<file path="config.mk">
export PLATFORM = sky130hd
export DESIGN_NAME = linear_transform_iter
export DESIGN_NICKNAME = d
export VERILOG_FILES = /design/src/rtl/grasspopper_pkg.sv /design/src/rtl/r_step.sv /design/src/rtl/linear_transform_iter.sv
export SDC_FILE = /design/constraint.sdc
export NUM_CORES = 1
export LEC_CHECK = 0
export ABC_AREA = 1
export CORE_ASPECT_RATIO = 1.75
export CORE_MARGIN = 2
export CORE_UTILIZATION = 35
export DETAILED_ROUTE_END_ITERATION = 16
export SYNTH_ARGS = -nofsm -noshare
export SYNTH_HDL_FRONTEND = slang
export SYNTH_SLANG_ARGS = --single-unit
</file>
<file path="constraint.sdc">
create_clock -name clk -period 2.4 [get_ports clk]
set_clock_uncertainty 0.15 [all_clocks]
set_input_delay 0.72 -clock clk [delete_from_list [all_inputs] [get_ports clk]]
set_output_delay 0.72 -clock clk [all_outputs]
set_load 0.05 [all_outputs]
</file>
<file path="src/rtl/grasspopper_pkg.sv">
// Shared constants for the Grasspopper linear layer.
// Contents: GF(2^8) polynomial, L coefficients, round count and FSM encoding.
package grasspopper_pkg;

  localparam int ROUNDS = 16;

  localparam logic [8:0] GF_POLY = 9'h1C3;

  // Indexed by byte position k, so LT_COEF[k] multiplies a_k.
  localparam logic [7:0] LT_COEF [16] = '{
    8'd1,   8'd148, 8'd32,  8'd133, 8'd16,  8'd194, 8'd192, 8'd1,
    8'd251, 8'd1,   8'd192, 8'd194, 8'd16,  8'd133, 8'd32,  8'd148
  };

  typedef enum logic [1:0] {
    S_IDLE = 2'd0,
    S_BUSY = 2'd1,
    S_DONE = 2'd2
  } lt_state_e;

  // Multiply in GF(2^8). With a constant c, synthesis reduces this to an XOR network.
  function automatic logic [7:0] gf_mul(input logic [7:0] a, input logic [7:0] c);
    logic [7:0] acc;
    logic [7:0] x;
    acc = '0;
    x   = a;
    for (int i = 0; i < 8; i++) begin
      if (c[i]) acc ^= x;
      x = {x[6:0], 1'b0} ^ (x[7] ? GF_POLY[7:0] : 8'h00);
    end
    return acc;
  endfunction

endpackage

</file>
<file path="src/rtl/r_step.sv">
// One combinational Kuznyechik R step.
// Operation: the feedback byte l(a) enters at a15, and a0 is dropped.
module r_step
  import grasspopper_pkg::*;
(
  input  logic [127:0] data_i,
  output logic [127:0] data_o
);

  logic [7:0] fb;

  // NOTE: combinational logic uses blocking '=', and fb is given a default before the loop so no latch is inferred.
  always_comb begin
    fb = '0;
    for (int k = 0; k < 16; k++) begin
      fb ^= gf_mul(data_i[8*k +: 8], LT_COEF[k]);
    end
  end

  assign data_o = {fb, data_i[127:8]};

endmodule

</file>
<file path="src/rtl/linear_transform_iter.sv">
// Iterative Kuznyechik L transform: accepts a block, applies ROUNDS R steps, then holds the result.
// Define LT_UNROLL2_EN to take two chained R steps per BUSY cycle.
module linear_transform_iter #(
  parameter int ROUNDS = grasspopper_pkg::ROUNDS
) (
  input  logic         clk,
  input  logic         rst,
  input  logic         valid_i,
  output logic         ready_o,
  input  logic [127:0] data_i,
  output logic         valid_o,
  input  logic         ready_i,
  output logic [127:0] data_o
);

  import grasspopper_pkg::lt_state_e;
  import grasspopper_pkg::S_IDLE;
  import grasspopper_pkg::S_BUSY;
  import grasspopper_pkg::S_DONE;

  lt_state_e    fsm_q;
  logic [127:0] state_q;
  logic [127:0] step_d;
  logic [3:0]   cnt_q;
  logic         valid_q;

`ifdef LT_UNROLL2_EN
  localparam logic [3:0] STEP_INC = 4'd2;
  localparam logic [3:0] LAST_CNT = 4'(ROUNDS - 2);

  logic [127:0] mid;

  r_step u_step0 (.data_i(state_q), .data_o(mid));
  r_step u_step1 (.data_i(mid),     .data_o(step_d));
`else
  localparam logic [3:0] STEP_INC = 4'd1;
  localparam logic [3:0] LAST_CNT = 4'(ROUNDS - 1);

  r_step u_step0 (.data_i(state_q), .data_o(step_d));
`endif

  // NOTE: all state uses non-blocking '<=', and reset is synchronous because rst is sampled only at the clock edge.
  always_ff @(posedge clk) begin
    if (rst) begin
      fsm_q   <= S_IDLE;
      state_q <= '0;
      cnt_q   <= '0;
      valid_q <= 1'b0;
    end else begin
      case (fsm_q)
        S_IDLE: begin
          if (valid_i) begin
            state_q <= data_i;
            cnt_q   <= '0;
            fsm_q   <= S_BUSY;
          end
        end
        S_BUSY: begin
          state_q <= step_d;
          // The counter holds at its last value, so it never wraps inside BUSY.
          if (cnt_q == LAST_CNT) begin
            fsm_q   <= S_DONE;
            valid_q <= 1'b1;
          end else begin
            cnt_q <= cnt_q + STEP_INC;
          end
        end
        S_DONE: begin
          if (ready_i) begin
            fsm_q   <= S_IDLE;
            valid_q <= 1'b0;
          end
        end
        default: begin
          fsm_q   <= S_IDLE;
          valid_q <= 1'b0;
        end
      endcase
    end
  end

  // ready_o is masked by rst so that a block offered during reset is never accepted.
  assign ready_o = (fsm_q == S_IDLE) && !rst;
  assign valid_o = valid_q;
  assign data_o  = valid_q ? state_q : '0;

endmodule

</file>
==> impl_metrics.py, run 1 <==
metrics = {
    "timing": {
        "setup_tns_ps": 0,
        "maxSlewViolCount": 0,
        "worst_slack_ps": 34.4,
        "slew_headroom_pct": 48.4,
        "rsz0062_at_grt": "yes",
        "hold_viol": 0,
        "setup_violations": 0,
        "worst_pin_slew_ps": 774,
        "final.period_utilization_pct": 98.6,
        "period_needed_ps": 2370,
        "fmax_mhz": 423,
    },
    "floorplanning": {
        "chipHeight_um": 250,
        "core_area_mm2": 0.0342,
        "die_area_mm2": 0.0361,
        "die_w_um": 144,
        "io_pins": 262,
        "rows": 90,
        "initial_core_util_pct": 35.3,
    },
    "critical_path": {
        "critPathRequiredTime_ps": 2590,
        "crit_type": "flop to flop",
        "critical_path.max_fanout": 5,
        "end_kind": "flop",
        "worstSetupStartpointType": "flop",
        "arrival_ps": 2550,
        "reg2reg_depth": 21,
    },
    "clocking": {
        "cts-htree-levels": 4,
        "cts_buffers": 17,
        "cts.path.max_buffers": 2,
        "clk_latency_ps": 450,
        "cts_root_buf": "clkbuf_16",
        "holdBufCountCts": 0,
        "cts.sinks": 135,
        "cts_tree": "yes",
        "clkTransAtPathRegs_ps": 60,
    },
    "drt": {
        "vias": 14000,
        "drt-total-wl_mm": 46.1,
        "drt_iter0_drc": 772,
        "drc": 0,
        "drtPass1Iterations": 7,
        "vias_per_cell": 4.88,
        "wl_per_cell_um": 16.1,
        "ant_nets": 0,
    },
    "cells_and_area": {
        "final_layout_size_suffix_gt1_share_pct": 31.1,
        "nNetsFinal": 2512,
        "layout_common_cells": "724 x nand2_1, 192 x inv_1, 156 x buf_4, 139 x buf_12, 131 x clkdlybuf4s50_1",
        "syn_to_final_growth_pct": 59.4,
        "fill_cells": 3248,
        "final_common_cell": "nand2_1",
        "regArea_mm2": 0.00283,
        "multiInputGateArea_mm2": 0.00861,
        "fin_cells": 2857,
    },
    "synthesis": {
        "ys_warn_count": 0,
        "synthCells": 2053,
        "synth_fa_ha_area_share_pct": 0.104,
        "synth_top_family_by_area": "simple AND/OR/NAND/NOR gates",
        "async_flop_share_pct": 0,
        "synth_seq_cells": 135,
        "synth_area_mm2": 0.0121,
        "synth_edf_count": 0,
        "synthMuxAreaShare_pct": 0,
        "synth_ff_type": "dfxtp_1",
        "synth_compound_area_share_pct": 12.1,
        "synth-xor-area-share_pct": 16.0,
        "ys_seq_area_share_pct": 22.4,
        "yosysUniqueCellTypes": 37,
        "syn_nets": 2186,
        "synth-simple-area-share_pct": 34.8,
        "syn_area_per_cell_um2": 5.88,
    },
    "placement": {
        "port_buffers": 261,
        "place.gp.congestion": 0.875,
        "dp_cells": 2797,
        "post-dp-hpwl_mm": 35.3,
        "place_ws_ps": -130,
    },
    "pwr": {
        "p_per_area_mw_per_mm2": 754,
        "totalPowerFinal_mw": 14.5,
        "power_leakage_nw": 9.35,
        "ir_drop_mv": 0.734,
    },
    "hold_path": {
        "worstHoldPathCells": 2,
        "min_path_type": "flop to flop",
    },
    "flow_run": {
        "drv_cap": 0,
    },
    "global_route": {
        "grt_pass1_wl_mm": 70.0,
        "grt-ovfl-total": 0,
        "grt_pass1_vias": 13500,
        "antenna_found_initial": 4,
        "grt_use_total_pct": 24.9,
        "grt_max_degree": 70,
    },
    "status": {
        "status": "finished clean",
    },
}
path summary, 6_finish.rpt:
path | from | end | slack [ps]
max reg2reg | state_q[30]$_SDFFE_PP0P_ | state_q[126]$_SDFFE_PP0P_ | 30
min | cnt_q[0]$_SDFFE_PP0P_ | cnt_q[0]$_SDFFE_PP0P_ | 370
max | state_q[30]$_SDFFE_PP0P_ | state_q[126]$_SDFFE_PP0P_ | 30
min reg2reg | cnt_q[0]$_SDFFE_PP0P_ | cnt_q[0]$_SDFFE_PP0P_ | 370
cells in the mapped netlist, types with 3 or more instances:
master    number  share of area [%]
nand3_1       97                4.0
xnor2_2        7               0.94
nand2_2       28                1.5
dfxtp_1      135                 22
buf_2         25                1.0
xor2_2        13                1.8
a31oi_1      121                6.3
nor2_1        27               0.84
nand4_1        4               0.21
clkbuf_1      83                2.6
or2_1          6               0.31
buf_6          8               0.75
o21ai_0      121                5.0
inv_2         26               0.81
nand3b_1      16               0.99
buf_4         18                1.1
xnor2_1       85                6.2
xor2_1        95                6.9
nand2_1      838                 26
inv_4          3               0.16
a21oi_1       10               0.41
nand3_2        5               0.41
nor3_1         3               0.12
inv_1        263                8.2
sequential cells by signal (all words and copies together), names as in the netlist:
signal   cells
state_q    128
cnt_q        4
fsm_q        2
valid_o      1
worst max-delay path, stage by stage, from the launching register on:
cell and delay (ps):
dfxtp_4 360, buf_12 140, xor2_1 150, nand2_1 120
nand2_2 120, nand2_2 70, nand2_1 80, nand2_2 60
nand2_1 60, nand2_1 60, nand2_2 120, inv_1 70
nand2_2 70, nand2_2 70, nand2_2 90, inv_2 50
nor2_4 100, nand2_1 60, nand2_1 70, nand2_2 60
nand2_1 70, a21oi_1 50
layout make-up:
class | count | share of cell area (%)
clock buffers | 20 | 2.37
flip-flops and latches | 135 | 14.7
clock inverters | 12 | 0.656
repair buffers | 442 | 28.7
well taps | 460 | 2.99
multi-input cells | 1490 | 44.7
diodes | 5 | 0.0650
inverters | 293 | 5.84
metal layers:
layer / routed length (µm) / track usage (%) / up-vias / part of all wire (%)
li1: - / - / 6926 / -
met1: 15900 / 24.6 / 6553 / 34
met2: 26500 / 48.8 / 362 / 57
met3: 1500 / 3.15 / 113 / 3.2
met4: 2290 / 13.0 / 0 / 5.0
met5: 0 / 0 / - / 0
report_power, final:
group,switching (mW),internal (mW)
combinational,5.17,3.74
sequential,0.424,2.53
clock,1.08,1.58
total,6.67,7.85
cell families after synthesis:
kind of cell | after synthesis
AOI/OAI and AO/OA | 259
xor gates and xnor gates | 201
adders and majority gates | 1
buffers and inverters | 428
DFF | 135
and+or+nand+nor | 1029
metrics by stage:
step                hold WS, ps  utilization (%)  cell area [µm²]
CTS                         366             52.2            17900
floorplan                   303                -            12100
global placement            331             50.3            17200
detailed placement          356             50.3            17200
finish                      368             56.3            19300
global route                398             56.2            19300
what timing repair did:
action	in CTS	in global routing
gates cloned	1	1
resized for setup	17	372
setup endpoints to repair	34	64
pin swaps	1	117
setup buffers	0	22
Power figures use the tool's default switching activity.
==> run 2, diff against run 1 <==
CORE_ASPECT_RATIO = not set   (was 1.75)
SKIP_LAST_GASP = 1   (was not set)
==> run 2 against run 1 <==
Net effect:
- count of clock-buffer cells in the layout shrank 1
- worst hold slack worse by 32 ps
- global-route usage down 1.6 points
- setup slack worse by 41 ps
- flip-flop and latch count unchanged
- non-clock buffer count is 3 lower
- critical path depth is 16 lower
- via count is 1.2% lower
- die area down 0.16%
- maximum frequency decreased by 1.7%
- critical path type is now flop to primary output
- the flow now finishes with violations (setup timing)
- wire length fell by 3.1%
==> impl_metrics.py, run 2 (same netlist as run 1, synthesis figures left out) <==
metrics = {
    "status": {
        "status": "complete, but fails checks",
        "violations": "setup timing",
    },
    "floorplanning": {
        "die_area_mm2": 0.0360,
        "io_pins": 262,
        "core_area_mm2": 0.0343,
        "die_w_um": 190,
        "chipHeight_um": 190,
        "initial_core_util_pct": 35.2,
        "rows": 68,
    },
    "timing": {
        "rsz0062_at_grt": "yes",
        "slew_headroom_pct": 64.0,
        "period_needed_ps": 2410,
        "setup_violations": 1,
        "worst_pin_slew_ps": 536,
        "final.period_utilization_pct": 100,
        "worst_slack_ps": -6.78,
        "setup_tns_ps": -6.78,
        "maxSlewViolCount": 0,
        "hold_viol": 0,
        "hold_ws_ps": 336,
        "fmax_mhz": 415,
    },
    "critical_path": {
        "path_buf_inv": 4,
        "worst_path_largest_cell_delay_ps": 410,
        "slowest_stage": "dfxtp_4",
        "worstSetupStartpointType": "flop",
        "end_kind": "primary output",
        "critical_path.max_fanout": 15,
        "crit_type": "flop to primary output",
        "ff2ff_setup_slack_ps": 50,
        "arrival_ps": 1540,
        "critPathRequiredTime_ps": 1530,
        "cp_top_family": "buffers and inverters",
        "cp_cell_sequence": "buf_8, clkbuf_16, nand2_1, inv_1, buf_12",
    },
    "placement": {
        "post-dp-hpwl_mm": 32.5,
        "port_buffers": 261,
        "place.gp.congestion": 0.896,
        "dpl-instance-area_mm2": 0.0172,
    },
    "pwr": {
        "p_per_area_mw_per_mm2": 732,
        "power_leakage_nw": 9.41,
        "totalPowerFinal_mw": 13.8,
        "ir_drop_mv": 0.655,
    },
    "cells_and_area": {
        "largest_reg_flops": 128,
        "layout_common_cells": "798 x nand2_1, 257 x inv_1, 150 x buf_4, 142 x buf_12, 131 x clkdlybuf4s50_1",
        "syn_to_final_growth_pct": 55.8,
        "postLayoutCoreUtil_pct": 54.9,
        "largest-register": "state_q",
        "antenna_cells": 0,
        "nNetsFinal": 2509,
        "finalInstanceArea_mm2": 0.0188,
        "reg_top3": "state_q (128), cnt_q (4), fsm_q (2)",
        "final_common_cell": "nand2_1",
        "final_layout_size_suffix_gt1_share_pct": 23.7,
    },
    "global_route": {
        "grt-ovfl-total": 0,
        "grt_pass1_vias": 12900,
        "grt_max_degree": 92,
        "antenna_found_initial": 0,
        "grt_use_total_pct": 23.3,
        "grt_pass1_wl_mm": 67.2,
    },
    "clocking": {
        "holdBufCountCts": 0,
        "cts_buffers": 17,
        "cts-htree-levels": 4,
        "cts.path.max_buffers": 2,
        "cts_tree": "yes",
        "cts_root_buf": "clkbuf_16",
        "clkTransAtPathRegs_ps": 70,
        "cts.sinks": 135,
        "clk_latency_ps": 440,
    },
    "drt": {
        "drc": 0,
        "drtPass1Iterations": 8,
        "vias": 13800,
        "drt_iter0_drc": 1048,
        "ant_nets": 0,
        "wl_per_cell_um": 15.7,
        "vias_per_cell": 4.85,
        "drt-total-wl_mm": 44.7,
    },
    "hold_path": {
        "min_path_type": "flop to flop",
    },
    "flow_run": {
        "drv_cap": 0,
    },
}
[run 2: cell count changes in the layout (fill, tap and decap cells not counted), moves of 6 or more]
cell and change:
nand3_1 +17, nand2_2 -61, inv_2 -63, buf_4 -6, nand3_2 -18, inv_1 +65
nand2_1 +74, nand2_4 -13
[run 2: final timing paths]
kind              cells after the start                         to                 startpoint
hold / removal                        2      cnt_q[0]$_SDFFE_PP0P_      cnt_q[0]$_SDFFE_PP0P_
hold reg to reg                       2      cnt_q[0]$_SDFFE_PP0P_      cnt_q[0]$_SDFFE_PP0P_
setup reg to reg                     13  state_q[121]$_SDFFE_PP0P_  state_q[105]$_SDFFE_PP0P_
setup / recovery                      5                data_o[115]       valid_o$_SDFFE_PP0P_
[run 2: worst min-delay path, stage by stage (launching register included)]
cell	delay (ps)
dfxtp_1	320
inv_1	70
a211oi_1	60
[run 2: routing by layer]
layer  share of wire, %  track usage (%)  vias to the layer above
met1                 46             31.2                     6426
li1                   -                -                     6921
met2                 48             39.2                      384
met3                5.2             3.54                       49
met4                1.4             6.17                        0
met5                  0                0                        -
[run 2: power by group]
| part | switching, mW | internal (mW) | total, mW |
|---|---|---|---|
| registers | 0.406 | 2.52 | 2.93 |
| logic | 4.81 | 3.32 | 8.13 |
| clock network | 1.18 | 1.54 | 2.72 |
[run 2: timing repair]
item | in CTS | in global routing
resized for setup | 17 | 178
setup buffers | 1 | 19
gates cloned | 0 | 6
endpoints found under the setup margin | 7 | 68
pin swaps | 2 | 36
[run 2: cell type report]
class | count | area (µm²)
Tap cell | 455 | 569
Multi-Input combinational cell | 1490 | 8170
Fill cell | 3292 | 15500
Timing Repair Buffer | 439 | 5560
Inverter | 293 | 1120
Clock inverter | 13 | 145
Clock buffer | 19 | 433
Sequential cell | 135 | 2830
[run 2: metrics by stage]
stage	cells	setup WS, ps
floorplan	2053	64.0
global placement	2786	-27.2
detailed placement	2786	-62.8
CTS	2819	-75.8
global route	2844	-127
finish	2844	-6.78
==> run 3, diff against run 2 <==
SYNTH_HIERARCHICAL = 1   (was not set)
==> run 3 against run 2 <==
Net effect:
- the run still ends with setup timing left
- register-to-register slack worse by 40 ps
- global-route usage fell by 0.060 points
- utilization is 2.3 points lower
- clock power increased by 8.8%
- count of clock-buffer cells in the layout unchanged
- flip-flop and latch count did not move
- cell count grew 14%
- wire length up 9.1%
- die area up 11%
- combinational power grew 28%
==> impl_metrics.py, run 3 <==
metrics = {
    "cells_and_area": {
        "syn_to_final_growth_pct": 47.6,
        "final_common_cell": "nand2_1",
        "fin_cells": 3238,
        "finalInstanceArea_mm2": 0.0199,
        "final_layout_size_suffix_gt1_share_pct": 20.4,
        "reg_top3": "state_q (128), cnt_q (4), fsm_q (2)",
        "nNetsFinal": 2846,
        "largest_reg_flops": 128,
        "layout_common_cells": "977 x nand2_1, 401 x inv_1, 191 x buf_4, 144 x buf_12, 132 x a21oi_1",
        "postLayoutCoreUtil_pct": 52.6,
        "fill_cells": 3722,
        "largest-register": "state_q",
    },
    "synthesis": {
        "syn_nets": 2561,
        "synthCells": 2428,
        "synth_top_area_share_pct": 28.8,
        "ys_top_cells_by_count": "1031 x nand2_1, 415 x inv_1, 135 x dfxtp_1",
        "synth_seq_cells": 135,
        "ys_warn_count": 6,
        "synth_top_area_cell": "nand2_1",
        "ys_seq_area_share_pct": 20.1,
        "syn_area_per_cell_um2": 5.54,
        "synth_area_mm2": 0.0135,
        "synth_edf_count": 0,
        "ys_top_cells_by_area": "nand2_1 29%, dfxtp_1 20%, inv_1 12%",
        "async_flop_share_pct": 0,
        "synth_most_common_cell": "nand2_1",
        "synth_ff_type": "dfxtp_1",
        "yosysUniqueCellTypes": 30,
    },
    "critical_path": {
        "slowest_stage": "dfxtp_4",
        "reg2reg_depth": 16,
        "critical_path.max_fanout": 13,
        "cp_cell_sequence": "buf_8, clkbuf_16, nand2_1, inv_1, buf_12",
        "critPathRequiredTime_ps": 1530,
        "worst_path_largest_cell_delay_ps": 430,
        "arrival_ps": 1540,
        "end_kind": "primary output",
        "worstSetupStartpointType": "flop",
        "crit_type": "flop to primary output",
    },
    "status": {
        "violations": "setup timing",
        "status": "complete, but fails checks",
    },
    "drt": {
        "wl_per_cell_um": 15.1,
        "vias_per_cell": 4.67,
        "drt-total-wl_mm": 48.8,
        "drc": 0,
        "drtPass1Iterations": 6,
        "ant_nets": 0,
        "vias": 15100,
        "drt_iter0_drc": 1107,
    },
    "clocking": {
        "cts_buffers": 17,
        "cts.sinks": 135,
        "cts_tree": "yes",
        "cts.path.max_buffers": 2,
        "cts_root_buf": "clkbuf_16",
        "cts-htree-levels": 4,
        "holdBufCountCts": 0,
        "clkTransAtPathRegs_ps": 60,
        "clk_latency_ps": 440,
    },
    "timing": {
        "maxSlewViolCount": 0,
        "final.period_utilization_pct": 100,
        "worst_pin_slew_ps": 472,
        "hold_viol": 0,
        "fmax_mhz": 416,
        "setup_tns_ps": -14.0,
        "rsz0062_at_grt": "yes",
        "worst_slack_ps": -6.61,
        "slew_headroom_pct": 68.5,
        "setup_violations": 4,
        "period_needed_ps": 2410,
    },
    "placement": {
        "dp_cells": 3179,
        "post-dp-hpwl_mm": 36.8,
        "dpl-instance-area_mm2": 0.0183,
        "place.gp.congestion": 0.920,
        "port_buffers": 261,
    },
    "floorplanning": {
        "die_w_um": 200,
        "die_area_mm2": 0.0400,
        "initial_core_util_pct": 35.6,
        "io_pins": 262,
        "rows": 71,
        "chipHeight_um": 200,
        "core_area_mm2": 0.0378,
    },
    "global_route": {
        "antenna_found_initial": 2,
        "grt_use_total_pct": 23.3,
        "grt_max_degree": 84,
        "grt-ovfl-total": 0,
        "grt_pass1_wl_mm": 72.7,
        "grt_pass1_vias": 14000,
    },
    "pwr": {
        "ir_drop_mv": 0.644,
        "p_per_area_mw_per_mm2": 825,
        "power_leakage_nw": 11.0,
    },
    "hold_path": {
        "min_path_type": "flop to flop",
        "worstHoldPathCells": 2,
    },
    "flow_run": {
        "drv_cap": 0,
    },
}
## run 3: cell count changes in the layout (fill, tap and decap cells not counted), moves of 16 or more
cell,previous run,this run
buf_4,150,191
nand3_1,84,104
nand2_1,798,977
o21ai_1,1,44
a31oi_1,121,0
inv_1,257,401
o21ai_0,121,87
dfxtp_4,26,10
a21oi_1,8,132
## run 3: per-layer routing
| layer | GRT usage [%] | share of wire, % | up-vias | routed length (µm) |
|---|---|---|---|---|
| met5 | 0 | 0.027 | - | 13 |
| met1 | 29.6 | 43 | 6922 | 21100 |
| met3 | 3.26 | 6.1 | 72 | 2980 |
| li1 | - | - | 7686 | - |
| met4 | 7.46 | 2.6 | 2 | 1280 |
| met2 | 40.5 | 48 | 431 | 23400 |
## run 3: cell type report
class	count	area [µm²]	area share, %
Sequential cell	135	2780	14.0
Inverter	420	1580	7.95
Clock inverter	13	205	1.03
Tap cell	511	639	3.22
Antenna cell	1	2.50	0.0126
Clock buffer	19	433	2.18
Timing Repair Buffer	484	5980	30.1
Multi-Input combinational cell	1655	8240	41.5
## run 3: path summary, 6_finish.rpt
path | from | endpoint | slack [ps]
max reg2reg | state_q[70]$_SDFFE_PP0P_ | state_q[124]$_SDFFE_PP0P_ | 10
min | cnt_q[3]$_SDFFE_PP0P_ | cnt_q[3]$_SDFFE_PP0P_ | 360
max | valid_o$_SDFFE_PP0P_ | data_o[67] | -7
min reg2reg | cnt_q[3]$_SDFFE_PP0P_ | cnt_q[3]$_SDFFE_PP0P_ | 360
## run 3: kinds of logic (layout without fill, tap and decap cells)
kind of cell    after synthesis  after routing  synth area share (%)
simple gates               1201           1201                  35.6
buf+inv                     638            936                  21.9
compound gates              266            266                  9.91
xor+xnor                    187            187                  12.4
flops                       135            135                  20.1
fa+ha+maj                     1              1                0.0930
other cells                   0              1                     0
## run 3: worst max-delay path: cells and delay by family (launching register included)
| kind | cells | cell delay [ps] |
|---|---|---|
| buffers and inverters | 4 | 600 |
| DFF | 1 | 430 |
| and+or+nand+nor | 1 | 60 |
## run 3: what timing repair did
action	CTS	global route
resized for setup	32	139
setup endpoints to repair	108	106
cloned	1	9
buffers inserted	4	12
pin swaps	2	26
## run 3: power by group
| part | internal [mW] | switching [mW] | leakage (nW) |
|---|---|---|---|
| clock | 1.84 | 1.12 | 0.303 |
| combinational | 4.33 | 6.10 | 9.56 |
| sequential | 2.56 | 0.431 | 1.14 |
| total | 8.74 | 7.65 | 11.0 |
## run 3: stage by stage
step                hold WS, ps  setup slack [ps]  total power [mW]
finish                      361             -6.61              16.4
global route                408              -207              17.7
floorplan                   308              65.1              9.64
global placement            320             -7.06              12.4
CTS                         362             -81.5              15.8
detailed placement          347             -86.5              12.6
